<file path="src/rtl/uart_rx_fifo.sv">
// -----------------------------------------------------------------------------
// uart_rx_fifo
//   Receives 8N1 UART frames, LSB first, from an asynchronous serial line. Each
//   complete byte goes into a small first-word-fall-through FIFO, which is read
//   out on a ready/valid stream. Framing and overrun errors appear as one-cycle
//   pulses.
//
//   Optional feature: define UART_RX_PARITY_EN to receive 8E1 frames (11 bits).
//   A PARITY state is added, even parity is checked over the data bits, and
//   o_parity_err is added. A byte that fails the parity check is dropped.
//
// Ports
//   i_clk        system clock, rising edge
//   i_rst        asynchronous, active-high reset
//   i_uart_rx    serial line, idle high, asynchronous to i_clk
//   o_data       byte at the FIFO head (reads 0 while the FIFO is empty)
//   o_valid      FIFO not empty
//   i_ready      consumer takes o_data when o_valid && i_ready
//   o_frame_err  one-cycle pulse: stop bit sampled low
//   o_overrun    one-cycle pulse: byte completed while the FIFO was full
//   o_parity_err one-cycle pulse: parity mismatch (UART_RX_PARITY_EN only)
//   o_level      current FIFO occupancy, 0..FIFO_DEPTH
// -----------------------------------------------------------------------------
module uart_rx_fifo #(
    parameter int CLK_FREQ_HZ = 100000000,
    parameter int BAUD_RATE   = 115200,
    parameter int FIFO_DEPTH  = 4
) (
    input  logic                          i_clk,
    input  logic                          i_rst,
    input  logic                          i_uart_rx,
    output logic [7:0]                    o_data,
    output logic                          o_valid,
    input  logic                          i_ready,
    output logic                          o_frame_err,
    output logic                          o_overrun,
`ifdef UART_RX_PARITY_EN
    output logic                          o_parity_err,
`endif
    output logic [$clog2(FIFO_DEPTH):0]   o_level
);

    localparam int CLKS_PER_BIT = CLK_FREQ_HZ / BAUD_RATE;
    localparam int TW           = $clog2(CLKS_PER_BIT);
    localparam int AW           = $clog2(FIFO_DEPTH);

    localparam logic [TW-1:0] T_HALF = TW'(CLKS_PER_BIT / 2);
    localparam logic [TW-1:0] T_LAST = TW'(CLKS_PER_BIT - 1);
    localparam logic [AW:0]   LVL_FULL = (AW+1)'(FIFO_DEPTH);

    typedef enum logic [2:0] {
        IDLE   = 3'd0,
        START  = 3'd1,
        DATA   = 3'd2,
`ifdef UART_RX_PARITY_EN
        PARITY = 3'd3,
`endif
        STOP   = 3'd4,
        BREAK  = 3'd5
    } state_t;

    // ------------------------------------------------------------------------
    // Input synchronizer. Both flops reset to the idle level so that reset
    // release cannot look like a start edge.
    // ------------------------------------------------------------------------
    logic rx_meta, rx_s;

    always_ff @(posedge i_clk or posedge i_rst) begin
        if (i_rst) begin
            rx_meta <= 1'b1;
            rx_s    <= 1'b1;
        end else begin
            rx_meta <= i_uart_rx;
            rx_s    <= rx_meta;
        end
    end

    // ------------------------------------------------------------------------
    // Receive FSM
    // ------------------------------------------------------------------------
    state_t          state, state_nx;
    logic [TW-1:0]   timer;
    logic [2:0]      bit_idx;
    logic [7:0]      shift;
    logic            tick;       // sample point for the current state
    logic            stop_tick;  // stop-bit sample, either polarity
    logic            stop_ok;    // stop bit sampled high
    logic            fe_set;

    always_ff @(posedge i_clk or posedge i_rst) begin
        if (i_rst) state <= IDLE;
        else       state <= state_nx;
    end

    always_comb begin
        state_nx  = state;
        tick      = 1'b0;
        stop_tick = 1'b0;
        stop_ok   = 1'b0;
        fe_set    = 1'b0;
        case (state)
            IDLE: begin
                if (!rx_s) state_nx = START;
            end
            START: begin
                // Mid-start-bit check. A line that has already gone high
                // was a glitch and is ignored.
                if (timer == T_HALF) begin
                    tick     = 1'b1;
                    state_nx = rx_s ? IDLE : DATA;
                end
            end
            DATA: begin
                if (timer == T_LAST) begin
                    tick = 1'b1;
                    if (bit_idx == 3'd7) begin
`ifdef UART_RX_PARITY_EN
                        state_nx = PARITY;
`else
                        state_nx = STOP;
`endif
                    end
                end
            end
`ifdef UART_RX_PARITY_EN
            PARITY: begin
                if (timer == T_LAST) begin
                    tick     = 1'b1;
                    state_nx = STOP;
                end
            end
`endif
            STOP: begin
                if (timer == T_LAST) begin
                    tick      = 1'b1;
                    stop_tick = 1'b1;
                    if (rx_s) begin
                        stop_ok  = 1'b1;
                        state_nx = IDLE;
                    end else begin
                        fe_set   = 1'b1;
                        state_nx = BREAK;
                    end
                end
            end
            BREAK: begin
                // Hold here while the line stays low so that a break is not
                // seen as a stream of zero frames.
                if (rx_s) state_nx = IDLE;
            end
            default: state_nx = IDLE;
        endcase
    end

    // The timer restarts at every sample point. After the half-bit start
    // sample, each later sample therefore lands near the middle of its bit.
    always_ff @(posedge i_clk or posedge i_rst) begin
        if (i_rst)                                  timer <= '0;
        else if (state == IDLE || state == BREAK)   timer <= '0;
        else if (tick)                              timer <= '0;
        else                                        timer <= timer + 1'b1;
    end

`ifdef UART_RX_PARITY_EN
    logic par_bad;
`endif

    always_ff @(posedge i_clk or posedge i_rst) begin
        if (i_rst) begin
            bit_idx <= '0;
            shift   <= '0;
`ifdef UART_RX_PARITY_EN
            par_bad <= 1'b0;
`endif
        end else if (tick) begin
            if (state == START) bit_idx <= '0;
            if (state == DATA) begin
                shift   <= {rx_s, shift[7:1]};   // LSB arrives first
                bit_idx <= bit_idx + 1'b1;
            end
`ifdef UART_RX_PARITY_EN
            // Even parity: data bits and parity bit must XOR to zero.
            if (state == PARITY) par_bad <= ^{rx_s, shift};
`endif
        end
    end

    // ------------------------------------------------------------------------
    // FIFO (first-word-fall-through)
    // ------------------------------------------------------------------------
    logic [7:0]    mem [FIFO_DEPTH];
    logic [AW-1:0] wr_ptr, rd_ptr;
    logic [AW:0]   count;
    logic          push, pop, full, wr_en, ovr_set;

`ifdef UART_RX_PARITY_EN
    assign push = stop_ok && !par_bad;
`else
    assign push = stop_ok;
`endif
    assign full    = (count == LVL_FULL);
    assign pop     = o_valid && i_ready;
    // When the FIFO is full, a pop in the same cycle frees the slot being written.
    assign wr_en   = push && (!full || pop);
    assign ovr_set = push && full && !pop;

    always_ff @(posedge i_clk) begin
        if (wr_en) mem[wr_ptr] <= shift;
    end

    always_ff @(posedge i_clk or posedge i_rst) begin
        if (i_rst) begin
            wr_ptr <= '0;
            rd_ptr <= '0;
            count  <= '0;
        end else begin
            if (wr_en) wr_ptr <= wr_ptr + 1'b1;   // wraps at FIFO_DEPTH
            if (pop)   rd_ptr <= rd_ptr + 1'b1;
            case ({wr_en, pop})
                2'b10:   count <= count + 1'b1;
                2'b01:   count <= count - 1'b1;
                default: count <= count;
            endcase
        end
    end

    assign o_valid = (count != '0);
    assign o_level = count;
    // mem has no reset, so the empty case is forced to 0.
    assign o_data  = o_valid ? mem[rd_ptr] : 8'h00;

    // ------------------------------------------------------------------------
    // Error pulses, registered and one cycle long
    // ------------------------------------------------------------------------
    always_ff @(posedge i_clk or posedge i_rst) begin
        if (i_rst) begin
            o_frame_err  <= 1'b0;
            o_overrun    <= 1'b0;
`ifdef UART_RX_PARITY_EN
            o_parity_err <= 1'b0;
`endif
        end else begin
            o_frame_err  <= fe_set;
            o_overrun    <= ovr_set;
`ifdef UART_RX_PARITY_EN
            o_parity_err <= stop_tick && par_bad;
`endif
        end
    end

`ifndef UART_RX_PARITY_EN
    // stop_tick is only consumed by the parity check.
    logic unused_stop_tick;
    assign unused_stop_tick = stop_tick;
`endif

endmodule

</file>
<file path="config.mk">
export PLATFORM = sky130hd
export DESIGN_NAME = uart_rx_fifo
export DESIGN_NICKNAME = d
export VERILOG_FILES = /design/src/rtl/uart_rx_fifo.sv
export SDC_FILE = /design/constraint.sdc
export NUM_CORES = 1
export LEC_CHECK = 0
export ABC_AREA = 0
export BUFFER_PORTS_ARGS = -buffer_cell sky130_fd_sc_hd__buf_2
export CORE_MARGIN = 10
export CORE_UTILIZATION = 40
export DETAILED_ROUTE_END_ITERATION = 7
export PLACE_DENSITY = 0.58
export SKIP_LAST_GASP = 1
export SLEW_MARGIN = 5
export SYNTH_ARGS = -nofsm -noshare
export SYNTH_HDL_FRONTEND = slang
export SYNTH_SLANG_ARGS = --single-unit
</file>
<file path="constraint.sdc">
create_clock -name i_clk -period 5.4 [get_ports i_clk]
set_input_delay 1.62 -clock i_clk [delete_from_list [all_inputs] [get_ports i_clk]]
set_output_delay 1.62 -clock i_clk [all_outputs]
set_load 0.02 [all_outputs]
</file>
# == Word level (Yosys, flattened, before mapping) ==
# Memory sizes are Yosys's and may differ from the RTL's.
# Index checks and enable logic that the tools add are counted.
# classes
n_addsub,6
reduce_logical,16
n_eq_ne,16
n_mux,26
# op_table
operator,count
two-way mux 3 bit,9
two-way mux 10 bit,2
case mux 3 bit (5 select lines),1
== test 3 bit (second input constant),4
!= test 2 bit (second input constant),6
adder 10 x 1 -> 10 bit (second input constant),1
== test 10 bit (second input constant),1
== test 10 x 9 -> 1 bit (second input constant),1
two-way mux 1 bit,10
two-way mux 8 bit,1
adder 3 x 1 -> 3 bit (second input constant),2
case mux 3 bit (2 select lines),1
AND reduction 6 bit,1
adder 2 x 1 -> 2 bit (second input constant),2
logical AND 1 bit,4
AND reduction 2 bit,2
nonzero test 2 bit,2
== test 3 x 1 -> 1 bit (second input constant),1
== test 3 x 2 -> 1 bit (second input constant),1
zero test 3 bit,1
nonzero test 3 bit,1
subtractor 3 x 1 -> 3 bit (second input constant),1
== test 2 x 1 -> 1 bit (second input constant),1
== test 2 bit (second input constant),1
other kinds (5),7
# totals
memories,1
word_cells,76
regBits,35
in_bits,4
ram_bits,32
# memory_table
memory,depth,width,read_ports,rd_clocked_by_memory_dff,write_ports,line_no,text
mem,4,8,1,0,1,191,logic [7:0] mem [FIFO_DEPTH];

# == Longest topological paths before layout ==
# Gate-level depths: netlist (run 1).
# logic_depth
depth_word,6
depth_mapped,12
ltp_nobuf,11

# == Worst setup path after synthesis (run 1) ==
# Ideal clock, no wire load.
# synth_timing
path_kind,in2reg
startpoint,input i_ready
endpoint,register count[2] (netlist: o_level[2])
cell_stages,10
arrival_ns,3.433
path_slack_ns,1.887
t_required_ns,5.320
cell_sequence,or4b_1 and4_1 buf_6 inv_1 ha_1 inv_1 fa_1 xor2_1 nor2_1 xor2_1
# synth_via
elab_chain_len,5
word_cells_on_any_way,7
classes_between,eq/ne: 2; mux: 1; reduce/logical: 4
# synth_rtl
element,line_no,text
from (decl),34,"input logic i_ready,"
logical AND 1 bit (*),202,assign pop = o_valid && i_ready;
logical OR 1 bit,204,assign wr_en = push && (!full || pop);
logical AND 1 bit,204,
== test 2 x 1 -> 1 bit / == test 2 bit (equally long branches),219,"case ({wr_en, pop})"
case mux 3 bit (2 select lines) / nonzero test 2 bit (equally long branches),-,
to (signal assigned),220,2'b10: count <= count + 1'b1;
to (signal assigned),221,2'b01: count <= count - 1'b1;
to (signal assigned),222,default: count <= count;
to (decl),193,logic [AW:0] count;
# Mark *: on every way between the ends. The rest lies on a longest branch, timed or not.
# A chain may end at the register's enable or synchronous reset.

# == Worst setup path after layout (run 1) ==
# layout_timing
startpoint,register rd_ptr[0]
endpoint,output o_data[4]
# layout_via
elab_chain_len,2
# layout_rtl
element,line_no,text
from (decl),192,"logic [AW-1:0] wr_ptr, rd_ptr;"
from (signal assigned),218,if (pop) rd_ptr <= rd_ptr + 1'b1;
memory (4 x 8 bit),-,
two-way mux 8 bit,230,assign o_data = o_valid ? mem[rd_ptr] : 8'h00;
to (decl),32,"output logic [7:0] o_data,"
# Every way passes these cells.

==> results.sh, run 1 <==
export IMPL_dieArea_um2=11500
export IMPL_cts_resized=0
export IMPL_clkSinkCount=67
export IMPL_synth_fa_ha_area_share_pct=4.35
export IMPL_initial_utilization_pct=41.6
export IMPL_syn_to_final_growth_pct=12.7
export IMPL_fin_total_pwr_mw=1.18
export IMPL_fin_nets=249
export IMPL_hold_ws_ps=357
export IMPL_netlist_instances=213
export IMPL_synth_area_mux_share_pct=9.69
export IMPL_avgSynthCellArea_um2=14.3
export IMPL_root_buffer="clkbuf_8"
export IMPL_fp_coreArea_um2=7330
export IMPL_drc=0
export IMPL_critPathKind="flop to output port"
export IMPL_synth_edf_count=32
export IMPL_crit_path_end_kind="output port"
export IMPL_clock_latency_ps=340
export IMPL_numCtsBuffers=9
export IMPL_routedWlPerCell_um=15.4
export IMPL_cts_tree="yes"
export IMPL_drt_iter0_drc=63
export IMPL_dr_pass1_iters=4
export IMPL_chipWidth_um=107
export IMPL_final_setup_tns_ps=0
export IMPL_total_leakage_power_nw=1.53
export IMPL_io_buffers=17
export IMPL_vias_per_cell=4.94
export IMPL_ys_warn_count=0
export IMPL_gp_congestion=0.802
export IMPL_std_cell_rows=31
export IMPL_ys_ff_latch=67
export IMPL_ff2ff_path_depth=11
export IMPL_status="completed"
export IMPL_startpoint_type="flop"
export IMPL_yosys_area_share_simple_pct=13.8
export IMPL_path_clk_slew_ps=80
export IMPL_syn_area_um2=3050
export IMPL_ios=18
export IMPL_powerDensity_nw_per_um2=343
export IMPL_ctsHoldBuffers=0
export IMPL_post_dp_hpwl_um=3500
export IMPL_critical_path_arrival_ps=1990
export IMPL_fin_ws_ps=1790
export IMPL_yosysSeqAreaShare_pct=60.3
export IMPL_synth_top_family_by_area="simple AND/OR/NAND/NOR gates"
export IMPL_synth_compound_area_share_pct=4.15
export IMPL_grt_pass1_vias=1703
export IMPL_final_common_cell="dfrtp_1"
export IMPL_cts_max_level=3
export IMPL_synthXorXnorAreaFrac_pct=4.60
export IMPL_clockBufferDepth=2
export IMPL_maxCapViolations=0
export IMPL_synthArstFlopShare_pct=52.2
export IMPL_hold_path_class="flop to flop"
export IMPL_holdPathStages=0
export IMPL_dpl_cell_count=323
export IMPL_die_h_um=107
export IMPL_period_share_pct=66.9
export IMPL_path_max_fanout=10
export IMPL_grt_pass1_wl_um=8710
export IMPL_fmax_mhz=277
export IMPL_synth_distinct_cells=48
export IMPL_drive_gt1_share_pct=26.7
export IMPL_syn_nets=227
export IMPL_rsz0062_at_grt="no"
export IMPL_drv_slew=0
export IMPL_wirelength_um=5210
export IMPL_grt_overflow=0
export IMPL_diodes=0
export IMPL_grt_max_degree=36
export IMPL_postCtsSetupBuffers=0
export IMPL_ir_drop_mv=0.115
export IMPL_tightest_slew_ps=774
export IMPL_vias=1676
export IMPL_final_instance_count_excl_fill=339
export IMPL_layout_common_cells="33 x dfrtp_1, 32 x edfxtp_1, 17 x buf_2, 13 x inv_1, 10 x xor2_1"
export IMPL_cp_data_required_time_ps=3780
export IMPL_nFillCells=654
export IMPL_post_place_ws_ps=1690
export IMPL_fin_crit_ps=3610
export IMPL_fin_worst_skew_ps=12.0
export IMPL_antenna_found_initial=0
export IMPL_synthFlopType="dfrtp_1"
export IMPL_relSlewSlack_pct=48.0
export IMPL_grt_total_usage_pct=9.75
export IMPL_finalHoldViolCount=0
export IMPL_ant_nets=0
export IMPL_setup_viol_count_final=0
==> synthesized netlist by cell type, types with 2 or more instances <==
master / count / area (um^2)
nor2_1: 9 / 33.8
and3_1: 5 / 31.3
and2_1: 9 / 56.3
o21ai_0: 6 / 30.0
and4_1: 2 / 17.5
ha_1: 9 / 113
nand2_1: 6 / 22.5
inv_1: 13 / 48.8
nand4_1: 2 / 12.5
dfrtp_1: 33 / 826
mux2_2: 8 / 90.1
nor3_1: 8 / 40.0
and2_2: 4 / 30.0
xnor2_1: 6 / 52.6
mux4_2: 8 / 180
nor3b_1: 3 / 22.5
clkbuf_1: 3 / 11.3
nand3_1: 5 / 25.0
dfstp_2: 2 / 52.6
edfxtp_1: 32 / 961
xor2_1: 10 / 87.6
buf_6: 2 / 22.5
a22oi_1: 2 / 15.0
a21oi_1: 2 / 10.0
==> cell type report <==
class	instances	area [um^2]	area share (%)
timing repair buffer	18	92.6	2.69
tap	99	124	3.61
clock buffer	10	128	3.71
sequential	67	1840	53.5
multi-input combinational	126	1110	32.4
clock inverter	6	90.1	2.62
inverter	13	48.8	1.42
==> worst max-delay path, cell delays in order, from the launching register on <==
cell     delay, ps
dfrtp_1        740
mux4_2         600
and2_1         170
buf_2          150
==> metrics by stage <==
stage | instance area [um^2] | util, %
4_1_cts | 3440 | 46.9
3_5_place_dp | 3220 | 43.9
6_report | 3440 | 46.9
5_1_grt | 3440 | 46.9
3_3_place_gp | 3220 | 43.9
2_1_floorplan | 3050 | -
==> flip-flops by register name, summed over array words and instances (netlist names) <==
| signal | cells |
|---|---|
| shift | 8 |
| state | 3 |
| rd_ptr | 2 |
| bit_idx | 3 |
| o_level | 3 |
| wr_ptr | 2 |
| rx_meta | 1 |
| rx_s | 1 |
| timer | 10 |
| o_overrun | 1 |
| mem | 32 |
| o_frame_err | 1 |
==> cell families (layout without fill, tap and decap cells) <==
logic type	count (synthesis)	in the layout
muxes	18	18
xor gates and xnor gates	16	16
buffers and inverters	20	47
adders and majority gates	10	10
DFF	67	67
and+or+nand+nor	64	64
AOI/OAI and AO/OA	18	18
==> layer usage <==
metal	vias to the layer above	GRT usage, %	routed length [um]
li1	815	-	-
met1	823	11.1	2270
met2	30	16.1	2650
met3	8	2.75	211
met4	0	5.51	81
met5	-	0	0
==> power by group <==
group	leakage, nW	internal, mW	total (mW)	switching, mW
clock network	0.106	0.261	0.450	0.189
registers	0.823	0.552	0.602	0.0494
logic	0.597	0.0637	0.128	0.0647
==> worst paths after layout <==
path	from	end	slack (ps)
setup / recovery	rd_ptr[0]$_DFFE_PP0P_	o_data[4]	1790
hold / removal	rx_meta$_DFF_PP1_	rx_s$_DFF_PP1_	360
setup reg to reg	timer[0]$_DFF_PP0_	o_level[2]$_DFFE_PP0P_	2900
hold reg to reg	rx_meta$_DFF_PP1_	rx_s$_DFF_PP1_	360
max in group asynchronous	i_rst	rx_meta$_DFF_PP1_	3680
min in group asynchronous	i_rst	wr_ptr[1]$_DFFE_PP0P_	1360
No activity file was read; power rests on OpenSTA's default activity.
==> run 2, diff against run 1 <==
--- a/config.mk
+++ b/config.mk
@@ -5,12 +5,12 @@
 export SDC_FILE = /design/constraint.sdc
 export NUM_CORES = 1
 export LEC_CHECK = 0
-export ABC_AREA = 0
+export ABC_AREA = 1
 export BUFFER_PORTS_ARGS = -buffer_cell sky130_fd_sc_hd__buf_2
 export CORE_MARGIN = 10
 export CORE_UTILIZATION = 40
 export DETAILED_ROUTE_END_ITERATION = 7
-export PLACE_DENSITY = 0.58
+export PLACE_DENSITY = 0.6
 export SKIP_LAST_GASP = 1
 export SLEW_MARGIN = 5
 export SYNTH_ARGS = -nofsm -noshare
==> constraint.sdc (replaced) <==
create_clock -name i_clk -period 3.3 [get_ports i_clk]
set_input_delay 0.99 -clock i_clk [delete_from_list [all_inputs] [get_ports i_clk]]
set_output_delay 0.99 -clock i_clk [all_outputs]
set_load 0.02 [all_outputs]
==> results.sh, run 2 <==
export IMPL_ys_warn_count=0
export IMPL_p_switching_mw=0.775
export IMPL_routedWlPerCell_um=12.4
export IMPL_clockBufferDepth=2
export IMPL_avgSynthCellArea_um2=9.35
export IMPL_numCtsBuffers=9
export IMPL_dr_pass1_iters=4
export IMPL_fin_total_pwr_mw=2.31
export IMPL_die_h_um=109
export IMPL_crit_path_end_kind="output port"
export IMPL_power_internal_mw=1.54
export IMPL_drc=0
export IMPL_synthTopCellsByArea="edfxtp_1 30%, dfrtp_1 26%, nor2_1 8.1%, nand2_1 7.9%, inv_1 4.0%"
export IMPL_cts_max_level=3
export IMPL_final_common_cell="nor2_1"
export IMPL_finalHoldViolCount=0
export IMPL_ctsHoldBuffers=0
export IMPL_root_buffer="clkbuf_8"
export IMPL_io_buffers=17
export IMPL_rsz0062_at_grt="no"
export IMPL_ios=18
export IMPL_dpl_cell_area_um2=3400
export IMPL_clkSinkCount=67
export IMPL_dpl_cell_count=458
export IMPL_syn_area_um2=3180
export IMPL_layout_common_cells="69 x nor2_1, 67 x nand2_1, 34 x inv_1, 33 x dfrtp_1, 32 x edfxtp_1"
export IMPL_ant_nets=0
export IMPL_period_share_pct=84.8
export IMPL_yosysTopAreaCellShare_pct=30.2
export IMPL_wirelength_um=5900
export IMPL_yosysTopAreaCell="edfxtp_1"
export IMPL_yosysSeqAreaShare_pct=57.9
export IMPL_synthArstFlopShare_pct=52.2
export IMPL_vias_per_cell=4.76
export IMPL_cp_data_required_time_ps=2310
export IMPL_post_dp_hpwl_um=4240
export IMPL_multi_input_comb_area_um2=1180
export IMPL_setup_viol_count_final=0
export IMPL_netlist_instances=340
export IMPL_powerDensity_nw_per_um2=639
export IMPL_fin_nets=381
export IMPL_nFillCells=735
export IMPL_fin_ws_ps=503
export IMPL_postCtsSetupBuffers=0
export IMPL_ir_drop_mv=0.233
export IMPL_chipWidth_um=109
export IMPL_grt_overflow=0
export IMPL_grt_total_usage_pct=11.0
export IMPL_post_place_ws_ps=613
export IMPL_drive_gt1_share_pct=13.4
export IMPL_initial_utilization_pct=41.1
export IMPL_fp_coreArea_um2=7730
export IMPL_p_sw_share_pct=33.5
export IMPL_startpoint_type="flop"
export IMPL_fin_area_um2=3620
export IMPL_clock_latency_ps=340
export IMPL_grt_pass1_vias=2276
export IMPL_total_leakage_power_nw=1.73
export IMPL_synth_edf_count=32
export IMPL_hold_ws_ps=361
export IMPL_top_regs="mem x32, timer x10, shift x8"
export IMPL_std_cell_rows=32
export IMPL_final_setup_tns_ps=0
export IMPL_path_clk_slew_ps=70
export IMPL_regMostFlops="mem"
export IMPL_ys_ff_latch=67
export IMPL_final_util_pct=46.9
export IMPL_critical_path_arrival_ps=1810
export IMPL_diodes=0
export IMPL_fmax_mhz=357
export IMPL_maxCapViolations=0
export IMPL_ff_latch_area_um2=1840
export IMPL_cts_resized=0
export IMPL_grt_max_degree=36
export IMPL_critPathKind="flop to output port"
export IMPL_power_frac_seq_pct=42.2
export IMPL_drv_slew=0
export IMPL_synth_common_cells="69 x nor2_1, 67 x nand2_1, 34 x inv_1"
export IMPL_synthFlopType="dfrtp_1"
export IMPL_hold_path_class="flop to flop"
export IMPL_path_max_fanout=9
export IMPL_synth_distinct_cells=28
export IMPL_largest_reg_flops=32
export IMPL_grt_pass1_wl_um=10400
export IMPL_drt_iter0_drc=76
export IMPL_relSlewSlack_pct=47.9
export IMPL_antenna_found_initial=0
export IMPL_syn_nets=354
export IMPL_p_clk_share_pct=33.1
export IMPL_syn_to_final_growth_pct=13.9
export IMPL_cts_tree="yes"
export IMPL_dieArea_um2=11900
export IMPL_combPwrFrac_pct=24.6
export IMPL_status="completed"
export IMPL_final_instance_count_excl_fill=474
export IMPL_fin_crit_ps=2800
export IMPL_vias=2254
export IMPL_fin_worst_skew_ps=6.39
export IMPL_tightest_slew_ps=778
export IMPL_yosysMostFrequentCell="nor2_1"
export IMPL_gp_congestion=0.883
==> run 2: changes by cell type in the layout (fill, tap and decap cells not counted), sizes merged, moves of 8 or more <==
cell	before	now
nand2	6	71
nand3	5	25
nor2	9	70
o21ai	6	24
mux2	9	0
inv	13	37
mux4	8	0
and2	13	0
==> run 2: path summary, 6_finish.rpt <==
path                                  startpoint                   to  slack (ps)  cells past startpoint
setup reg to reg              timer[0]$_DFF_PP0_  mem[0][6]$_DFFE_PP_         940                      7
hold / removal                 rx_meta$_DFF_PP1_       rx_s$_DFF_PP1_         360                      0
setup / recovery           rd_ptr[1]$_DFFE_PP0P_            o_data[7]         500                      5
hold reg to reg                rx_meta$_DFF_PP1_       rx_s$_DFF_PP1_         360                      0
max in group asynchronous                  i_rst    rx_meta$_DFF_PP1_        2220                      3
min in group asynchronous                  i_rst  o_overrun$_DFF_PP0_         720                      3
==> run 2: cells by family after synthesis <==
| logic type | synth area share, % |
|---|---|
| AOI/OAI and AO/OA | 5.20 |
| xor gates and xnor gates | 2.20 |
| adders and majority gates | 4.17 |
| buffers and inverters | 5.00 |
| DFF | 57.9 |
| and+or+nand+nor | 25.6 |
==> run 2: area by class of cell <==
type | count | area share [%]
Sequential cell | 67 | 50.8
Multi-Input combinational cell | 232 | 32.6
Inverter | 36 | 3.73
Tap cell | 102 | 3.52
Clock buffer | 9 | 3.42
Timing Repair Buffer | 21 | 3.18
Clock inverter | 7 | 2.76
==> run 2: per-layer routing <==
layer  share of wire (%)  wire, um  GRT usage [%]
met5                   0         0              0
met4                 1.2        68           3.86
met3                 4.2       248           3.30
met2                  47      2740           18.3
met1                  48      2840           13.2
==> run 2: power by group through the flow <==
stage          clock network, mW  registers, mW  logic [mW]
2_1_floorplan                  0          0.974       0.425
3_3_place_gp                   0          0.994       0.570
3_5_place_dp                   0          0.994       0.581
4_1_cts                    0.779          0.977       0.582
5_1_grt                    0.826          0.984       0.641
6_report                   0.767          0.977       0.570
==> run 2: critical path, cell delays in order, from the launching register on <==
cell      delay, ps
dfrtp_1         530
clkinv_1        350
nor2_1          170
o21ai_0         110
a21oi_1         130
buf_2           180
